[src/rtl/eth_rx_ctrl_if.sv]
// Receive byte stream from the RMII receive controller to the RX FIFO.
//
// Handshake: there is no backpressure. Rx_Byte_Vld is a one-cycle strobe and
// the consumer must take Rx_Byte on every cycle the strobe is high. Rx_Sof
// qualifies the strobe of the first destination-address byte. Rx_Eof is a
// separate one-cycle pulse that never coincides with Rx_Byte_Vld. Rx_Err and
// Rx_Len are only meaningful while Rx_Eof is high.
interface eth_rx_ctrl_if;
  logic [7:0]  Rx_Byte;
  logic        Rx_Byte_Vld;
  logic        Rx_Sof;
  logic        Rx_Eof;
  logic [4:0]  Rx_Err;
  logic [10:0] Rx_Len;

  modport master (
    output Rx_Byte, Rx_Byte_Vld, Rx_Sof, Rx_Eof, Rx_Err, Rx_Len
  );

  modport slave (
    input Rx_Byte, Rx_Byte_Vld, Rx_Sof, Rx_Eof, Rx_Err, Rx_Len
  );
endinterface

[src/rtl/eth_rx_ctrl.sv]
// RMII receive control: preamble/SFD hunt, LSB-first byte assembly, field
// tracking, destination filtering, CRC-32 and length checks. Emits a byte
// stream with SOF/EOF and error flags toward the RX FIFO.
module eth_rx_ctrl #(
  parameter logic [47:0] pMAC_Addr        = 48'h00_0A_35_00_00_01,
  parameter bit          pPromisc         = 1'b0,
  parameter int          pMin_Preamble    = 4,
  parameter int          pMin_Frame_Bytes = 64,
  parameter int          pMax_Frame_Bytes = 1518
) (
  input  logic         Clk,
  input  logic         Rst,
  input  logic         Crs_Dv,
  input  logic [1:0]   Rxd,
  output logic [3:0]   Rx_Ctrl_FSM_State,
  eth_rx_ctrl_if.master rx
);

  typedef enum logic [3:0] {
    S_IDLE      = 4'd0,
    S_PREAMBLE  = 4'd1,
    S_SFD       = 4'd2,
    S_DEST_ADDR = 4'd3,
    S_SRC_ADDR  = 4'd4,
    S_LEN_TYPE  = 4'd5,
    S_DATA      = 4'd6,
    S_DROP      = 4'd7,
    S_DONE      = 4'd8
  } state_t;

  localparam logic [31:0] CRC_POLY    = 32'hEDB8_8320;
  localparam logic [31:0] CRC_RESIDUE = 32'hDEBB_20E3;
  localparam logic [10:0] MIN_LEN     = 11'(pMin_Frame_Bytes);
  localparam logic [10:0] TOO_LONG    = 11'(pMax_Frame_Bytes + 1);
  localparam logic [7:0]  MIN_PRE     = 8'(pMin_Preamble);

  // Control state
  state_t      state_q;
  logic        armed_q;
  logic [7:0]  pre_cnt_q;
  logic [1:0]  dib_cnt_q;
  logic [5:0]  shift_q;
  logic [10:0] byte_cnt_q;
  logic [31:0] crc_q;
  logic        da_ucast_q;
  logic        da_bcast_q;
  logic        drop_addr_q;
  logic        drop_long_q;
  logic        drop_pre_q;

  // Registered outputs
  logic [7:0]  byte_q;
  logic        vld_q;
  logic        sof_q;
  logic        eof_q;
  logic [4:0]  err_q;
  logic [10:0] len_q;

  // Next-state helpers for the byte being completed this cycle
  logic [7:0]  byte_d;
  logic        byte_done_d;
  logic [10:0] cnt_d;
  logic [31:0] crc_d;
  logic        ucast_d;
  logic        bcast_d;

  // Reflected CRC-32 advanced by one byte, LSB first.
  function automatic logic [31:0] crc_byte(input logic [31:0] crc_in, input logic [7:0] b);
    logic [31:0] c;
    c = crc_in ^ {24'h0, b};
    for (int i = 0; i < 8; i++) begin
      c = c[0] ? ((c >> 1) ^ CRC_POLY) : (c >> 1);
    end
    return c;
  endfunction

  // Station address byte by wire order; byte 0 is the most significant.
  function automatic logic [7:0] mac_byte(input logic [10:0] idx);
    case (idx)
      11'd0:   return pMAC_Addr[47:40];
      11'd1:   return pMAC_Addr[39:32];
      11'd2:   return pMAC_Addr[31:24];
      11'd3:   return pMAC_Addr[23:16];
      11'd4:   return pMAC_Addr[15:8];
      11'd5:   return pMAC_Addr[7:0];
      default: return 8'h00;
    endcase
  endfunction

  // Byte assembly, running CRC and address-match lookahead for this cycle
  always_comb begin
    byte_d      = {Rxd, shift_q};
    byte_done_d = (dib_cnt_q == 2'd3);
    cnt_d       = (byte_cnt_q == 11'h7FF) ? byte_cnt_q : byte_cnt_q + 11'd1;
    crc_d       = crc_byte(crc_q, byte_d);
    ucast_d     = da_ucast_q & (byte_d == mac_byte(byte_cnt_q));
    bcast_d     = da_bcast_q & (byte_d == 8'hFF);
  end

  // Receive FSM with registered stream outputs
  always_ff @(posedge Clk or negedge Rst) begin
    if (!Rst) begin
      state_q     <= S_IDLE;
      armed_q     <= 1'b0;
      pre_cnt_q   <= 8'd0;
      dib_cnt_q   <= 2'd0;
      shift_q     <= 6'd0;
      byte_cnt_q  <= 11'd0;
      crc_q       <= 32'hFFFF_FFFF;
      da_ucast_q  <= 1'b0;
      da_bcast_q  <= 1'b0;
      drop_addr_q <= 1'b0;
      drop_long_q <= 1'b0;
      drop_pre_q  <= 1'b0;
      byte_q      <= 8'd0;
      vld_q       <= 1'b0;
      sof_q       <= 1'b0;
      eof_q       <= 1'b0;
      err_q       <= 5'd0;
      len_q       <= 11'd0;
    end else begin
      vld_q <= 1'b0;
      sof_q <= 1'b0;
      eof_q <= 1'b0;
      // A frame already on the wire at reset release must be skipped.
      if (!Crs_Dv) armed_q <= 1'b1;

      case (state_q)
        S_IDLE: begin
          if (Crs_Dv && armed_q && (Rxd == 2'b01)) begin
            state_q   <= S_PREAMBLE;
            pre_cnt_q <= 8'd1;
          end
        end

        S_PREAMBLE: begin
          if (!Crs_Dv) begin
            state_q <= S_IDLE;
          end else if (Rxd == 2'b01) begin
            if (pre_cnt_q != 8'hFF) pre_cnt_q <= pre_cnt_q + 8'd1;
          end else if ((Rxd == 2'b11) && (pre_cnt_q >= MIN_PRE)) begin
            state_q     <= S_SFD;
            dib_cnt_q   <= 2'd0;
            byte_cnt_q  <= 11'd0;
            crc_q       <= 32'hFFFF_FFFF;
            da_ucast_q  <= 1'b1;
            da_bcast_q  <= 1'b1;
            drop_addr_q <= 1'b0;
            drop_long_q <= 1'b0;
            drop_pre_q  <= 1'b0;
          end else begin
            state_q    <= S_DROP;
            drop_pre_q <= 1'b1;
          end
        end

        // The cycle after the SFD dibit already carries dibit 0 of the frame.
        S_SFD: begin
          if (!Crs_Dv) begin
            state_q <= S_IDLE;
          end else begin
            shift_q[1:0] <= Rxd;
            dib_cnt_q    <= 2'd1;
            state_q      <= S_DEST_ADDR;
          end
        end

        S_DEST_ADDR, S_SRC_ADDR, S_LEN_TYPE, S_DATA: begin
          if (!Crs_Dv) begin
            state_q <= S_DONE;
          end else if (!byte_done_d) begin
            case (dib_cnt_q)
              2'd0:    shift_q[1:0] <= Rxd;
              2'd1:    shift_q[3:2] <= Rxd;
              default: shift_q[5:4] <= Rxd;
            endcase
            dib_cnt_q <= dib_cnt_q + 2'd1;
          end else begin
            dib_cnt_q  <= 2'd0;
            byte_cnt_q <= cnt_d;
            if (cnt_d == TOO_LONG) begin
              // Oversized: the excess byte is swallowed.
              state_q     <= S_DROP;
              drop_long_q <= 1'b1;
            end else begin
              crc_q  <= crc_d;
              byte_q <= byte_d;
              vld_q  <= 1'b1;
              sof_q  <= (byte_cnt_q == 11'd0);
              case (state_q)
                S_DEST_ADDR: begin
                  da_ucast_q <= ucast_d;
                  da_bcast_q <= bcast_d;
                  if (cnt_d == 11'd6) begin
                    if (ucast_d || bcast_d || pPromisc) begin
                      state_q <= S_SRC_ADDR;
                    end else begin
                      state_q     <= S_DROP;
                      drop_addr_q <= 1'b1;
                    end
                  end
                end
                S_SRC_ADDR: if (cnt_d == 11'd12) state_q <= S_LEN_TYPE;
                S_LEN_TYPE: if (cnt_d == 11'd14) state_q <= S_DATA;
                default: ;
              endcase
            end
          end
        end

        // Preamble-level drops vanish silently; field-level drops report.
        S_DROP: begin
          if (!Crs_Dv) state_q <= drop_pre_q ? S_IDLE : S_DONE;
        end

        S_DONE: begin
          eof_q <= 1'b1;
          len_q <= byte_cnt_q;
          if (drop_addr_q || drop_long_q) begin
            err_q <= {drop_addr_q, drop_long_q, 3'b000};
          end else begin
            err_q <= {2'b00, (byte_cnt_q < MIN_LEN), (dib_cnt_q != 2'd0),
                      (crc_q != CRC_RESIDUE)};
          end
          dib_cnt_q <= 2'd0;
          state_q   <= S_IDLE;
        end

        default: state_q <= S_IDLE;
      endcase
    end
  end

  assign Rx_Ctrl_FSM_State = state_q;
  assign rx.Rx_Byte        = byte_q;
  assign rx.Rx_Byte_Vld    = vld_q;
  assign rx.Rx_Sof         = sof_q;
  assign rx.Rx_Eof         = eof_q;
  assign rx.Rx_Err         = err_q;
  assign rx.Rx_Len         = len_q;

endmodule

[src/flat_wrapper.sv]
// flat-port wrapper written by rule: the top's interface ports become plain ports
module eth_rx_ctrl_flat 
#(
  parameter logic [47:0] pMAC_Addr        = 48'h00_0A_35_00_00_01,
  parameter bit          pPromisc         = 1'b0,
  parameter int          pMin_Preamble    = 4,
  parameter int          pMin_Frame_Bytes = 64,
  parameter int          pMax_Frame_Bytes = 1518
)
  (Clk, Rst, Crs_Dv, Rxd, Rx_Ctrl_FSM_State, rx_Rx_Byte, rx_Rx_Byte_Vld, rx_Rx_Sof, rx_Rx_Eof, rx_Rx_Err, rx_Rx_Len);
  eth_rx_ctrl_if rx_i ();
  input  logic Clk;
  input  logic Rst;
  input  logic Crs_Dv;
  input  logic [1:0] Rxd;
  output logic [3:0] Rx_Ctrl_FSM_State;
  output wire logic [$bits(rx_i.Rx_Byte)-1:0] rx_Rx_Byte;
  output wire logic [$bits(rx_i.Rx_Byte_Vld)-1:0] rx_Rx_Byte_Vld;
  output wire logic [$bits(rx_i.Rx_Sof)-1:0] rx_Rx_Sof;
  output wire logic [$bits(rx_i.Rx_Eof)-1:0] rx_Rx_Eof;
  output wire logic [$bits(rx_i.Rx_Err)-1:0] rx_Rx_Err;
  output wire logic [$bits(rx_i.Rx_Len)-1:0] rx_Rx_Len;
  assign rx_Rx_Byte = rx_i.Rx_Byte;
  assign rx_Rx_Byte_Vld = rx_i.Rx_Byte_Vld;
  assign rx_Rx_Sof = rx_i.Rx_Sof;
  assign rx_Rx_Eof = rx_i.Rx_Eof;
  assign rx_Rx_Err = rx_i.Rx_Err;
  assign rx_Rx_Len = rx_i.Rx_Len;
  eth_rx_ctrl #(.pMAC_Addr(pMAC_Addr), .pPromisc(pPromisc), .pMin_Preamble(pMin_Preamble), .pMin_Frame_Bytes(pMin_Frame_Bytes), .pMax_Frame_Bytes(pMax_Frame_Bytes)) u_core (.Clk(Clk), .Rst(Rst), .Crs_Dv(Crs_Dv), .Rxd(Rxd), .Rx_Ctrl_FSM_State(Rx_Ctrl_FSM_State), .rx(rx_i));
endmodule
[config.mk]
export PLATFORM = sky130hd
export DESIGN_NAME = eth_rx_ctrl_flat
export DESIGN_NICKNAME = d
export VERILOG_FILES = /design/src/rtl/eth_rx_ctrl_if.sv /design/src/rtl/eth_rx_ctrl.sv /design/src/flat_wrapper.sv
export SDC_FILE = /design/constraint.sdc
export NUM_CORES = 1
export LEC_CHECK = 0
export BUFFER_PORTS_ARGS = -buffer_cell sky130_fd_sc_hd__clkbuf_2
export CORE_UTILIZATION = 56
export DETAILED_ROUTE_END_ITERATION = 8
export GPL_ROUTABILITY_DRIVEN = 1
export PLACE_DENSITY = 0.77
export SYNTH_ARGS = -nofsm -noshare
export SYNTH_HDL_FRONTEND = slang
export SYNTH_SLANG_ARGS = --single-unit
[constraint.sdc]
create_clock -name Clk -period 2.9 [get_ports Clk]
set_input_delay 0.87 -clock Clk [delete_from_list [all_inputs] [get_ports Clk]]
set_output_delay 0.87 -clock Clk [all_outputs]
set_load 0.02 [all_outputs]
# Word level (Yosys, flattened, before mapping)

Cells that the tools add are included.

Register bits after elaboration: 96
Output and inout port bits: 31
Logic and storage cells: 209

Add/subtract/negate cells: 3
Magnitude comparators: 2
Eq/ne operators: 47
Multiplexer cells: 94
Bitwise gates (word level): 15
Reduce and logical (&&, ||, !) cells: 28

Operators by type and width:

| cell                 | count |
|---|---|
| $mux 32              | 14 |
| $not 13->14          | 8 |
| $mux 11              | 6 |
| $pmux 32 s2          | 1 |
| $mux 4               | 11 |
| $mux 1               | 33 |
| $mux 8               | 4 |
| $ne 32x32->1 const B | 1 |
| $xor 32x8->32        | 1 |
| $mux 2               | 12 |
| $eq 11x11->1 const B | 2 |
| $eq 11x3->1 const B  | 2 |
| $eq 11x4->1 const B  | 2 |
| $pmux 11 s2          | 1 |
| $pmux 4 s5           | 1 |
| $ne 2x2->1 const B   | 9 |
| $pmux 6 s3           | 1 |
| $eq 4x3->1 const B   | 4 |
| $ne 2x1->1 const B   | 8 |
| $pmux 8 s2           | 1 |
| $reduce_and 8->1     | 2 |
| $ne 5x3->1 const B   | 3 |
| $reduce_and 7->1     | 2 |
| $pmux 4 s3           | 1 |
| other kinds (39)     | 59 |

# Logic depth before layout (Yosys ltp)

Word-level depth: 21
Depth in mapped cells: 11
Mapped depth without buffers: 9

# Worst setup path before layout

OpenSTA, ideal clock, no wires.

Path kind: input -> register
Start: in Rxd[1]
End: reg u_core.crc_q[20]
Setup time: 0.082 ns
Arrival: 2.732 ns
Required time: 2.818 ns
Path slack: 0.086 ns
Stages on the path: 8
Buffers on the path: 1
Path through: clkbuf_1 > xnor2_1 > xnor2_1 > xnor2_1 > xor2_1 > xnor2_1 > nand2_1 > mux2_4

Word-level cells in the longest chain between the ends: 14
Elaborated cells on any way between the ends: 20
Those cells by class: eq/ne (4); mux (12); bitwise (2); reduce/logical (2)

Ends and longest elaborated chain:

| what                         | line               | text |
|---|---|---|
| from (decl)                  | flat_wrapper.sv:15 | `input logic [1:0] Rxd;` |
| $xor 32x8->32                | eth_rx_ctrl.sv:70  | `c = crc_in ^ {24'h0, b};` |
| $mux 32                      | eth_rx_ctrl.sv:72  | `c = c[0] ? ((c >> 1) ^ CRC_POLY) : (c >> 1);` |
| $not 13->14 (no source line) | n/a                |  |
| $mux 32 (7 in a row)         | eth_rx_ctrl.sv:72  |  |
| $mux 32                      | eth_rx_ctrl.sv:181 | `if (cnt_d == TOO_LONG) begin` |
| $mux 32                      | eth_rx_ctrl.sv:171 | `end else if (!byte_done_d) begin` |
| $mux 32                      | eth_rx_ctrl.sv:169 | `if (!Crs_Dv) begin` |
| $pmux 32 s2                  | eth_rx_ctrl.sv:128 | `case (state_q)` |
| to (signal assigned)         | eth_rx_ctrl.sv:186 | `crc_q <= crc_d;` |
| to (decl)                    | eth_rx_ctrl.sv:44  | `logic [31:0] crc_q;` |

Parallel ways exist; a longest one is shown, timed or not. The select of a mux whose other input is x is not followed.
A chain may end at the register's enable or synchronous reset.

# Worst setup path in the final report

Start: reg u_core.byte_cnt_q[0]
End: reg u_core.crc_q[21]

Word-level cells in the longest chain between the ends: 5
Elaborated cells on any way between the ends: 6
Those cells by class: add/sub (1); eq/ne (3); mux (1); reduce/logical (1)

Ends and longest elaborated chain:

| what                                                 | line               | text |
|---|---|---|
| from (decl)                                          | eth_rx_ctrl.sv:43  | `logic [10:0] byte_cnt_q;` |
| from (signal assigned)                               | eth_rx_ctrl.sv:180 | `byte_cnt_q <= cnt_d;` |
| $add 11x1->11 / $eq 11x11->1 (equally long branches) | eth_rx_ctrl.sv:94  | `cnt_d = (byte_cnt_q == 11'h7FF) ? byte_cnt_q : byte_cnt_q + 11'd1;` |
| $mux 11 (*)                                          | eth_rx_ctrl.sv:94  |  |
| $eq 11x11->1 (*)                                     | eth_rx_ctrl.sv:181 |  |
| $ne 2x2->1 (no source line) (*)                      | n/a                |  |
| $reduce_and 7->1 (no source line) (*)                | n/a                |  |

Every way passes the cells marked *; elsewhere a longest branch is shown, timed or not.

==> flow_metrics.py <==
metrics = {
    "synth": {
        "synth-seq-cells": 96,
        "yosys-mux-area-fraction_pct": 12.1,
        "async_reset_ff_share_pct": 100,
        "synth_fp_nets": 633,
        "synth-simple-area-share_pct": 19.1,
        "yosysTopAreaCellShare_pct": 26.8,
        "synthXorXnorAreaFrac_pct": 11.6,
        "ys.flop_type": "dfrtp_1",
        "synth_cells": 618,
        "synthAdderAreaFrac_pct": 2.09,
        "synth_edf_count": 0,
        "seq_area_frac_synth_pct": 40.9,
        "ys_warn_count": 0,
        "synth_top_family_by_area": "simple AND/OR/NAND/NOR gates",
        "synth_top_area_cell": "dfrtp_1",
        "synth_compound_area_share_pct": 10.5,
        "netlist_area_sq_um": 5970,
        "syn_avg_cell_area_sq_um": 9.67,
        "synth_area_leaders": "dfrtp_1 (27%), dfstp_2 (14%), xnor2_1 (7.5%), mux2_4 (7.0%), nand2_1 (6.2%)",
        "synth_cell_types": 58,
    },
    "floorplanning": {
        "core_sq_um": 10300,
        "rows": 37,
        "die_h_um": 105,
        "start_util_pct": 57.9,
        "fp.dieArea_sq_um": 11100,
        "fp.dieW_um": 105,
        "pin_count": 36,
    },
    "pwr": {
        "leakagePower_nw": 2.98,
        "peakVddDrop_v": 0.000679,
        "p_per_area_nw_per_um2": 1260,
    },
    "grt": {
        "grt.busiest_layer": "met2",
        "first_global_vias": 4551,
        "grt_overflow": 0,
        "grtUsageMet1_pct": 39.1,
        "grt_max_degree": 52,
        "use_met3_pct": 2.84,
        "track_usage_pct": 26.3,
        "use_met2_pct": 39.4,
        "antenna_found_initial": 0,
        "grt_pass1_wl_mm": 23.1,
    },
    "critical_path": {
        "end_kind": "flop",
        "worstPathArrival_ns": 3.06,
        "cp.buffers_inverters": 2,
        "slowest_delay_ns": 0.37,
        "cp-start-kind": "flop",
        "worstPathMaxFanout": 19,
        "path_class": "flop to flop",
        "crit_slowest_cell": "nor3_1",
        "cp_top_family": "simple AND/OR/NAND/NOR gates",
        "path_cells": "buf_4 > nand4_1 > nor3_1 > mux2i_1 > nand3_1 > nor3_2 > a21o_2 > buf_12 > mux2_4",
        "cp.required_ns": 3.20,
    },
    "status": {
        "status": "finished, final reports clean",
    },
    "timing": {
        "relSlewSlack_pct": 38.3,
        "setup-tns-final_ns": 0,
        "maxSlewViolCount": 0,
        "setup_ws_ns": 0.146,
        "rsz0062_at_grt": "no",
        "worst_pin_slew_ns": 0.919,
        "setup_viol": 0,
        "fmax_mhz": 363,
        "hold_viol": 0,
        "fin_hold_ws_ns": 0.486,
        "timing.final.crit_share_pct": 95.0,
        "fin_skew_ns": 0.00611,
        "finalCriticalPeriod_ns": 2.75,
    },
    "routing": {
        "num_vias": 4875,
        "ant_nets": 0,
        "viasPerCell": 5.99,
        "post_drt_wl_per_cell_um": 17.3,
        "drcViolationCount": 0,
        "wirelength_mm": 14.1,
        "firstDrtPassIters": 7,
        "drt-initial-drc-count": 377,
    },
    "place": {
        "gp_congestion": 0.971,
        "dp_slack_ns": 0.126,
        "dpl_cell_area_sq_um": 6540,
        "hpwlAfterDp_mm": 10.1,
        "io_buffers": 35,
    },
    "cts": {
        "cts-buffers-inserted": 9,
        "cts_tree": "yes",
        "holdBufCountCts": 0,
        "clock_latency_ns": 0.37,
        "cts.clk_slew.worst_paths_ns": 0.09,
        "cts_sinks": 96,
        "clk_path_buf_depth": 2,
        "cts_root_buffer": "clkbuf_8",
        "htreeDepth": 3,
    },
    "cells_and_area": {
        "finalInstanceArea_sq_um": 6760,
        "utilization_pct": 65.5,
        "layout-drive-gt1-share_pct": 27.9,
        "num-nets-final": 688,
        "area_delta_synth_final_pct": 13.2,
        "n_antenna_cell": 0,
        "layout_commonest_cell": "nand2_1",
        "final_cell_mix": "nand2_1 (99), dfrtp_1 (64), xnor2_1 (51), buf_4 (43), o21ai_0 (35)",
    },
    "run": {
        "drv_cap": 0,
    },
    "hold_path": {
        "hold_path_class": "input pin to async pin",
    },
}
[through the flow]
stage	std cells	power, mW
after detailed placement	798	7.48
after floorplan	618	6.21
final	814	8.50
after global placement	798	7.31
after CTS	814	8.47
after global routing	814	9.01
[state kept, by name, summed over array words and instances (netlist names)]
signal and cells:
u_core.armed_q 1, u_core.byte_cnt_q 11, u_core.drop_addr_q 1, u_core.pre_cnt_q 8, u_core.rx.Rx_Len 11, u_core.rx.Rx_Sof 1, u_core.shift_q 6, u_core.rx.Rx_Eof 1
u_core.rx.Rx_Byte 8, u_core.drop_long_q 1, u_core.crc_q 32, u_core.Rx_Ctrl_FSM_State 4, u_core.drop_pre_q 1, u_core.da_ucast_q 1, u_core.da_bcast_q 1, u_core.rx.Rx_Byte_Vld 1
u_core.dib_cnt_q 2, u_core.rx.Rx_Err 5
[kinds of logic (layout without fill, tap and decap cells)]
logic type,count (synthesis),in the layout
simple gates,231,231
mux,56,56
xor+xnor,77,77
flops,96,96
compound gates,98,98
fa+ha+maj,10,10
buf+inv,50,110
[power breakdown]
group	switching (mW)	internal [mW]	total [mW]
combinational	2.74	2.51	5.25
sequential	0.456	1.84	2.30
clock	0.481	0.468	0.950
total	3.67	4.82	8.50
[synth_stat cells, drive strengths merged (4+ instances only)]
cell,number
a211oi,5
a21oi,19
and2,4
and3,7
buf,11
clkbuf,25
dfrtp,64
dfstp,32
ha,10
inv,14
mux2,48
mux2i,8
nand2,99
nand2b,5
nand3,22
nand4,10
nand4b,8
nor2,29
nor3,19
nor4,8
o211ai,4
o21ai,35
o31ai,6
o41ai,4
or4,5
xnor2,52
xor2,25
[routing by layer]
| metal | up-vias | routed length (um) |
|---|---|---|
| li1 | 2273 | - |
| met1 | 2394 | 6680 |
| met2 | 182 | 6470 |
| met3 | 26 | 698 |
| met4 | 0 | 257 |
| met5 | - | 0 |
[area by class of cell]
cell class	instances	area, sq um
Multi-Input combinational cell	472	3330
Timing Repair Buffer	80	553
Clock buffer	14	205
Clock inverter	2	15.0
Sequential cell	96	2440
Fill cell	786	3560
Tap cell	136	170
Inverter	14	52.6
[worst paths after layout]
check,startpoint,endpoint,slack (ns),depth (start not counted)
max,u_core.byte_cnt_q[0],u_core.crc_q[21],0.15,9
min,Rst,u_core.rx.Rx_Len[5],0.49,1
max reg2reg,u_core.byte_cnt_q[0],u_core.crc_q[21],0.15,9
min reg2reg,u_core.rx.Rx_Len[8],u_core.rx.Rx_Len[8],0.49,2
max in group asynchronous,Rst,u_core.crc_q[6],1.69,2
min in group Clk,u_core.rx.Rx_Len[8],u_core.rx.Rx_Len[8],0.49,2
[timing repair]
| action | CTS | global route |
|---|---|---|
| setup endpoints to repair | 0 | 31 |
| setup buffers | 0 | 0 |
| gates resized for setup | 0 | 2 |
| hold endpoints to repair | 0 | 0 |
(Power assumes the default switching activity.)
